==> src/rtl/calc1_port_driver.sv <==
// calc1_port_driver: single-port request initiator for one calc1 port.
// Queues operand transactions in a small FIFO, issues each one as a two-cycle
// command/data sequence, then waits for the port response or a timeout and
// reports the captured result together with the caller's tag.
module calc1_port_driver #(
    parameter int DEPTH   = 4,
    parameter int TIMEOUT = 64
) (
    input  logic        c_clk,
    input  logic        reset,
    input  logic        txn_valid,
    output logic        txn_ready,
    input  logic [3:0]  txn_cmd,
    input  logic [31:0] txn_op1,
    input  logic [31:0] txn_op2,
    input  logic [1:0]  txn_tag,
    output logic [3:0]  req_cmd_out,
    output logic [31:0] req_data_out,
    input  logic [1:0]  out_resp,
    input  logic [31:0] out_data,
    output logic        rsp_valid,
    output logic [1:0]  rsp_resp,
    output logic [31:0] rsp_data,
    output logic [1:0]  rsp_tag,
    output logic        rsp_timeout,
    output logic        spurious_err,
    output logic        busy
);
    localparam int AW = (DEPTH > 1) ? $clog2(DEPTH) : 1;
    localparam int CW = $clog2(DEPTH + 1);
    localparam int TW = $clog2(TIMEOUT + 1);

    typedef enum logic [1:0] {IDLE, CMD, DATA, WAIT} state_t;

    typedef struct packed {
        logic [3:0]  cmd;
        logic [31:0] op1;
        logic [31:0] op2;
        logic [1:0]  tag;
    } entry_t;

    entry_t        mem [DEPTH];
    entry_t        head;
    entry_t        work_reg;
    logic [AW-1:0] wr_ptr_reg;
    logic [AW-1:0] rd_ptr_reg;
    logic [CW-1:0] count_reg, count_next;
    state_t        state_reg, state_next;
    logic [TW-1:0] wait_cnt_reg, wait_cnt_next;

    logic          push;
    logic          pop;

    logic          txn_ready_reg;
    logic [3:0]    req_cmd_reg, req_cmd_next;
    logic [31:0]   req_data_reg, req_data_next;
    logic          rsp_valid_reg, rsp_valid_next;
    logic [1:0]    rsp_resp_reg, rsp_resp_next;
    logic [31:0]   rsp_data_reg, rsp_data_next;
    logic [1:0]    rsp_tag_reg, rsp_tag_next;
    logic          rsp_timeout_reg, rsp_timeout_next;
    logic          spurious_reg;
    logic          busy_reg;

    // A zero command completes the handshake but is never queued.
    assign push = txn_valid && txn_ready_reg && (txn_cmd != 4'd0);
    assign pop  = (state_reg == IDLE) && (count_reg != '0);
    assign head = mem[rd_ptr_reg];

    // FIFO storage; no reset needed since occupancy is tracked by count_reg.
    always_ff @(posedge c_clk) begin
        if (push) begin
            mem[wr_ptr_reg] <= {txn_cmd, txn_op1, txn_op2, txn_tag};
        end
    end

    // FIFO occupancy after this edge, honouring a simultaneous push and pop.
    always_comb begin
        count_next = count_reg;
        case ({push, pop})
            2'b10:   count_next = count_reg + CW'(1);
            2'b01:   count_next = count_reg - CW'(1);
            default: count_next = count_reg;
        endcase
    end

    // Next state and next registered outputs; outputs follow the state being entered.
    always_comb begin
        state_next       = state_reg;
        wait_cnt_next    = wait_cnt_reg;
        req_cmd_next     = 4'd0;
        req_data_next    = 32'd0;
        rsp_valid_next   = 1'b0;
        rsp_resp_next    = rsp_resp_reg;
        rsp_data_next    = rsp_data_reg;
        rsp_tag_next     = rsp_tag_reg;
        rsp_timeout_next = rsp_timeout_reg;
        case (state_reg)
            IDLE: begin
                if (pop) begin
                    state_next    = CMD;
                    req_cmd_next  = head.cmd;
                    req_data_next = head.op1;
                end
            end
            CMD: begin
                state_next    = DATA;
                req_data_next = work_reg.op2;
            end
            DATA: begin
                // Counter holds the index of the current WAIT cycle, first one is 1.
                state_next    = WAIT;
                wait_cnt_next = TW'(1);
            end
            WAIT: begin
                if (out_resp != 2'd0) begin
                    state_next       = IDLE;
                    rsp_valid_next   = 1'b1;
                    rsp_resp_next    = out_resp;
                    rsp_data_next    = out_data;
                    rsp_tag_next     = work_reg.tag;
                    rsp_timeout_next = 1'b0;
                end else if (wait_cnt_reg == TW'(TIMEOUT)) begin
                    state_next       = IDLE;
                    rsp_valid_next   = 1'b1;
                    rsp_resp_next    = 2'd0;
                    rsp_data_next    = 32'd0;
                    rsp_tag_next     = work_reg.tag;
                    rsp_timeout_next = 1'b1;
                end else begin
                    wait_cnt_next = wait_cnt_reg + TW'(1);
                end
            end
            default: state_next = IDLE;
        endcase
    end

    // State, FIFO pointers, working entry and all registered outputs.
    always_ff @(posedge c_clk) begin
        if (!reset) begin
            state_reg       <= IDLE;
            wr_ptr_reg      <= '0;
            rd_ptr_reg      <= '0;
            count_reg       <= '0;
            wait_cnt_reg    <= '0;
            work_reg        <= '0;
            txn_ready_reg   <= 1'b1;
            req_cmd_reg     <= 4'd0;
            req_data_reg    <= 32'd0;
            rsp_valid_reg   <= 1'b0;
            rsp_resp_reg    <= 2'd0;
            rsp_data_reg    <= 32'd0;
            rsp_tag_reg     <= 2'd0;
            rsp_timeout_reg <= 1'b0;
            spurious_reg    <= 1'b0;
            busy_reg        <= 1'b0;
        end else begin
            state_reg       <= state_next;
            wait_cnt_reg    <= wait_cnt_next;
            count_reg       <= count_next;
            if (push) begin
                wr_ptr_reg <= wr_ptr_reg + AW'(1);
            end
            if (pop) begin
                rd_ptr_reg <= rd_ptr_reg + AW'(1);
                work_reg   <= head;
            end
            txn_ready_reg   <= (count_next != CW'(DEPTH));
            req_cmd_reg     <= req_cmd_next;
            req_data_reg    <= req_data_next;
            rsp_valid_reg   <= rsp_valid_next;
            rsp_resp_reg    <= rsp_resp_next;
            rsp_data_reg    <= rsp_data_next;
            rsp_tag_reg     <= rsp_tag_next;
            rsp_timeout_reg <= rsp_timeout_next;
            // A response while no command is awaiting one is flagged until reset.
            if ((state_reg != WAIT) && (out_resp != 2'd0)) begin
                spurious_reg <= 1'b1;
            end
            busy_reg        <= (state_next != IDLE) || (count_next != '0);
        end
    end

    assign txn_ready    = txn_ready_reg;
    assign req_cmd_out  = req_cmd_reg;
    assign req_data_out = req_data_reg;
    assign rsp_valid    = rsp_valid_reg;
    assign rsp_resp     = rsp_resp_reg;
    assign rsp_data     = rsp_data_reg;
    assign rsp_tag      = rsp_tag_reg;
    assign rsp_timeout  = rsp_timeout_reg;
    assign spurious_err = spurious_reg;
    assign busy         = busy_reg;

endmodule
==> config.mk <==
export PLATFORM = sky130hd
export DESIGN_NAME = calc1_port_driver
export DESIGN_NICKNAME = d
export VERILOG_FILES = /design/src/rtl/calc1_port_driver.sv
export SDC_FILE = /design/constraint.sdc
export NUM_CORES = 1
export LEC_CHECK = 0
export ABC_CLOCK_PERIOD_IN_PS = 3800
export BUFFER_PORTS_ARGS = -buffer_cell sky130_fd_sc_hd__buf_2
export CAP_MARGIN = 0
export CORE_UTILIZATION = 50
export CTS_BUF_LIST = sky130_fd_sc_hd__clkbuf_16
export CTS_CLUSTER_DIAMETER = 30
export DETAILED_ROUTE_END_ITERATION = 12
export PLACE_DENSITY_LB_ADDON = 0.12
export SYNTH_ARGS = -nofsm -noshare
export SYNTH_HDL_FRONTEND = slang
export SYNTH_SLANG_ARGS = --single-unit
export TNS_END_PERCENT = 10
==> constraint.sdc <==
create_clock -name c_clk -period 3.8 [get_ports c_clk]
set_input_delay 0.19 -clock c_clk [delete_from_list [all_inputs] [get_ports c_clk]]
set_output_delay 0.19 -clock c_clk [all_outputs]
set_load 0.005 [all_outputs]
Word-level counts from Yosys, hierarchy flattened --
Memories as Yosys holds them, arrays and structs flattened. A register that Yosys moved wholly into a read port is not among the register bits. Cells that the tools add are included.
Storage, ports and cells: memories 1, input bits 107, bits in registers 127, RAM bits 280
Operators by class: reduce and logical (&&, ||, !) cells 17, add/sub/neg operators 5, equal/unequal tests 10, multiplexer cells 24
Memories:
- mem | words 4, bits a word 70, rd ports 1, clocked after memory_dff 1, write ports 1, line 42 | entry_t mem [DEPTH];
Operator list (number):
- 32-bit two-way mux | 3
- 32-bit case mux with 2 select lines | 1
- 2-bit two-way mux | 9
- 7-bit two-way mux | 2
- 7-bit case mux with 2 select lines | 1
- 2-bit case mux with 4 select lines | 1
- 2-bit nonzero test | 4
- 7-bit by 1-bit adder with 7-bit output (second input constant) | 1
- 7-bit == test (second input constant) | 1
- 2-bit == test (second input constant) | 3
- 1-bit two-way mux | 6
- 2-bit inequality test (second input constant) | 3
- 3-bit case mux with 2 select lines | 1
- 3-bit AND reduction | 2
- 3-bit nonzero test | 2
- 2-bit by 1-bit adder with 2-bit output (second input constant) | 2
- 2-bit by 1-bit == test with 1-bit output (second input constant) | 2
- 1-bit logical AND | 4
- 2-bit AND reduction | 2
- 4-bit nonzero test | 1
- 3-bit by 1-bit adder with 3-bit output (second input constant) | 1
- 3-bit inequality test (second input constant) | 1
- 3-bit by 1-bit subtractor with 3-bit output (second input constant) | 1
- 2-bit zero test | 1
- 1-bit logical OR | 1

Longest topological paths before layout --
depth after elaboration 6, mapped depth 12, depth with buffers taken out 10

Worst setup path before layout --
OpenSTA, ideal clock, no wires.
path type register -> register, start point reg txn_ready_reg (netlist: txn_ready), end point mem mem[0][0] in the netlist's numbering, enable pin, arrival 2.355 ns, clock period less this slack 2.791 ns, library setup time 0.436 ns, cell stages (with the launch flop) 4, slack 1.009 ns, cells stage by stage dfxtp_1 -> nand2_1 -> nor2_1 -> and2_1
On the way: cells in the longest elaborated chain, start to end 4
RTL lines:
- start, declared | line 54 | logic txn_ready_reg;
- start signal, assigned | line 168 | txn_ready_reg <= (count_next != CW'(DEPTH));
- 1-bit logical AND (2 in series) | line 66 | assign push = txn_valid && txn_ready_reg && (txn_cmd != 4'd0);
- 1-bit two-way mux | line 72 | if (push) begin
- 1-bit two-way mux (implied by the code) | line 73 | mem[wr_ptr_reg] <= {txn_cmd, txn_op1, txn_op2, txn_tag};
- end, declared | line 42
No other way between the ends.

Worst setup path after layout --
start point in txn_cmd[1], end point reg busy_reg (netlist: busy)
On the way: cells in the longest elaborated chain, start to end 6, elaborated cells between the ends (all ways) 7, classes of those cells 2 x eq/ne; 1 x mux; 4 x reduce/logical
RTL lines:
- start, declared | line 13 | input logic [3:0] txn_cmd,
- 4-bit nonzero test * | line 66
- 1-bit logical AND * | line 66
- 2-bit by 1-bit == test with 1-bit output or 2-bit == test (tied branches) | line 80 | case ({push, pop})
- 3-bit case mux with 2 select lines * | line 80
- 3-bit nonzero test * | line 180 | busy_reg <= (state_next != IDLE) || (count_next != '0);
- 1-bit logical OR * | line 180
- end signal, assigned | line 180
- end, declared | line 63 | logic busy_reg;
Mark *: on every way between the ends. The rest lies on a longest branch, timed or not. A chain may end at the register's enable or synchronous reset.

==> results.sh <==
export IMPL_status="complete, no violations"
export IMPL_pre_cts_ws_ps=1010
export IMPL_pwr_share_comb_pct=14.5
export IMPL_stdcell_count=1623
export IMPL_dpl_cell_area_sq_mm=0.0159
export IMPL_pin_count=184
export IMPL_cts_buffers=82
export IMPL_fillers=1956
export IMPL_die_area_sq_mm=0.0299
export IMPL_crit_buf_inv=4
export IMPL_setup_tns_ps=0
export IMPL_path_clk_slew_ps=50
export IMPL_yosysWarnings=0
export IMPL_pwr_share_clk_pct=47.4
export IMPL_cts_tree="done"
export IMPL_diodes=0
export IMPL_cp_required_ps=4240
export IMPL_clk_latency_ps=580
export IMPL_layout_drive_gt1_share_pct=33.5
export IMPL_antenna_found_initial=0
export IMPL_critPathCaptureType="register"
export IMPL_first_pass_iters=5
export IMPL_grtUsageTotal_pct=21.3
export IMPL_dp_hpwl_microns=15800
export IMPL_max_stage_delay_ps=530
export IMPL_final_area_sq_mm=0.0198
export IMPL_place_gp_congestion=0.767
export IMPL_report_final_slew_viol_count=0
export IMPL_fin_crit_sh_pct=71.5
export IMPL_largest_reg_flops=280
export IMPL_r2r_slack_ps=1230
export IMPL_cts_max_level=3
export IMPL_die_h_microns=173
export IMPL_cp_depth=12
export IMPL_start_util_pct=50.8
export IMPL_synth_seq_cells=409
export IMPL_synth_area_sq_mm=0.0146
export IMPL_p_sw_share_pct=25.8
export IMPL_die_w_microns=173
export IMPL_drtAntennaViolNets=0
export IMPL_power_internal_mw=11.3
export IMPL_r2r_end="busy"
export IMPL_fin_worst_skew_ps=21.2
export IMPL_max_cap_violations=0
export IMPL_layout_nets=1284
export IMPL_cp_start_kind="primary input"
export IMPL_worstHoldPathCells=4
export IMPL_finalSetupViolations=0
export IMPL_syn_inst=834
export IMPL_whs_endpoint="wr_ptr_reg[1]"
export IMPL_power_mw=15.2
export IMPL_crit_fanout=7
export IMPL_p_switching_mw=3.94
export IMPL_wl_per_cell_microns=18.9
export IMPL_hold_path_class="in2reg"
export IMPL_slowest_stage="dlygate4sd3_1"
export IMPL_portBuffers=183
export IMPL_tightest_slew_ps=1060
export IMPL_area_growth_synth_to_final_pct=35.8
export IMPL_min_from="txn_valid"
export IMPL_wirelength_microns=30700
export IMPL_via_count=8572
export IMPL_grt_start_max_net_pins=72
export IMPL_clockBufferDepth=3
export IMPL_cts_resized=0
export IMPL_grt_pass1_vias=9182
export IMPL_finalCoreUtilization_pct=69.0
export IMPL_p_seq_share_pct=38.1
export IMPL_core_area_sq_mm=0.0287
export IMPL_placedCellCount=1364
export IMPL_vias_per_cell=5.28
export IMPL_worstReg2RegStart="state_reg[1]"
export IMPL_grt_pass1_wl_microns=49100
export IMPL_fin_ws_ps=1080
export IMPL_grt_ovfl_total=0
export IMPL_yosys_area_top_type="edfxtp_1"
export IMPL_synth_seq_area_share_pct=75.3
export IMPL_min_period_ps=2720
export IMPL_cpMostUsedCell="inv_1"
export IMPL_cts_sinks=409
export IMPL_hold_viol=0
export IMPL_fmax_mhz=368
export IMPL_path_cells="dlygate4sd3_1 > buf_2 > nor4_1 > nor2_1 > inv_1 > ha_1 > inv_1 > fa_1 > xor2_1 > o21ai_0 > a21oi_1 > or3_1"
export IMPL_rr_worst_depth=10
export IMPL_timing_slew_headroom_pct=29.0
export IMPL_synthTopCellsByArea="edfxtp_1 (58%), dfxtp_1 (18%), mux4_2 (11%)"
export IMPL_regArea_sq_mm=0.0110
export IMPL_power_density_mw_per_mm2=770
export IMPL_power_leakage_nw=7.33
export IMPL_rows=62
export IMPL_rsz0062_at_grt="no"
export IMPL_vdd_drop_max_mv=0.407
export IMPL_drc=0
export IMPL_drt_initial_drc_count=474
export IMPL_synth_top_area_share_pct=57.6
export IMPL_synth_distinct_cells=41
export IMPL_multi_input_comb_area_sq_mm=0.00333
export IMPL_ctsRootBufferMaster="clkbuf_16"
export IMPL_critPathTopFamily="simple AND/OR/NAND/NOR gates"
export IMPL_arrival_ps=3160
export IMPL_synth_fp_nets=949
export IMPL_syn_area_per_cell_sq_um=17.5
export IMPL_holdWs_ps=69.2
export IMPL_path_class="in2reg"
[worst max-delay path by stage]
stage	start	end	slack, ps
after floorplan	txn_ready	mem[0][0]	1010
after global placement	txn_cmd[1]	busy	1070
after detailed placement	txn_cmd[1]	busy	1010
after CTS	txn_cmd[1]	busy	1050
after global routing	txn_cmd[1]	busy	870
final	txn_cmd[1]	busy	1080
[synth_stat cells (all sizes together)]
cell type,instances
or3,5
and3,4
nand4b,1
dfxtp,129
a221oi,1
or4,2
nor2b,1
clkbuf,24
inv,14
nor4,1
o31a,1
o221ai,1
ha,7
or4b,1
nand3b,1
edfxtp,280
nand2,77
xnor2,2
o221a,1
a22oi,32
o21ai,7
nor2,48
or3b,1
buf,23
xor2,3
a22o,37
a21oi,46
o31ai,3
o311ai,1
nand3,4
fa,1
and2,4
nand4,1
mux4,70
[worst reg2reg max path: stages (launching register included)]
cell     delay, ps
dfxtp_1        400
nor2_1         390
o31ai_4        140
inv_2           80
ha_1           170
inv_1           60
fa_1           380
xor2_1         160
o21ai_0        140
a21oi_1        110
or3_1          410
[area by class of cell]
class                   count  share of cell area (%)
flip-flops and latches    409                    55.5
multi-input cells         364                    16.8
repair buffers            298                    10.5
clock buffers              83                    10.5
clock inverters            71                    3.95
well taps                 384                    2.43
inverters                  14                   0.265
[power groups by stage]
stage / combinational (mW) / sequential (mW) / clock, mW
floorplan: 1.56 / 5.72 / 0
global placement: 2.13 / 5.89 / 0
detailed placement: 2.15 / 5.90 / 0
CTS: 2.25 / 5.82 / 7.33
global route: 2.43 / 5.89 / 7.57
finish: 2.21 / 5.81 / 7.23
[cells by family (layout without fill, tap and decap cells)]
group,count (synthesis),count (layout),share of synthesized area (%)
AO/OA/AOI/OAI,130,130,6.26
XOR/XNOR,5,5,0.300
adder cells (fa/ha/maj),8,8,0.738
buffers and inverters,61,466,2.02
flip-flops,409,409,75.3
multiplexers,70,70,10.8
AND/OR/NAND/NOR,151,151,4.52
[layout by cell type, fill, tap and decap left out, drive strengths merged, types with 2 or more instances in the layout]
cell type / count
clkinv: 32
xnor2: 2
a22o: 37
mux4: 70
inv: 32
a22oi: 32
clkbuf: 83
o21ai: 7
ha: 7
a21oi: 46
and3: 4
nand3: 4
dlygate4sd3: 105
xor2: 3
or3: 5
nor2: 48
bufinv: 12
nand2: 77
and2: 4
or4: 2
o31ai: 3
clkinvlp: 9
edfxtp: 280
buf: 193
dfxtp: 129
[per-layer routing]
metal  part of all wire (%)  global-route usage, %  up-vias
met1                     43                   27.3     4306
li1                       -                      -     3964
met5                      0                      0        -
met3                    5.9                   5.45       43
met4                    1.3                   7.01        0
met2                     50                   35.6      259
[repair_timing]
item | in CTS | in global routing
hold buffers | 105 | 0
setup buffers | 0 | 0
endpoints found under the hold margin | 318 | 0
(Power assumes the default switching activity.)
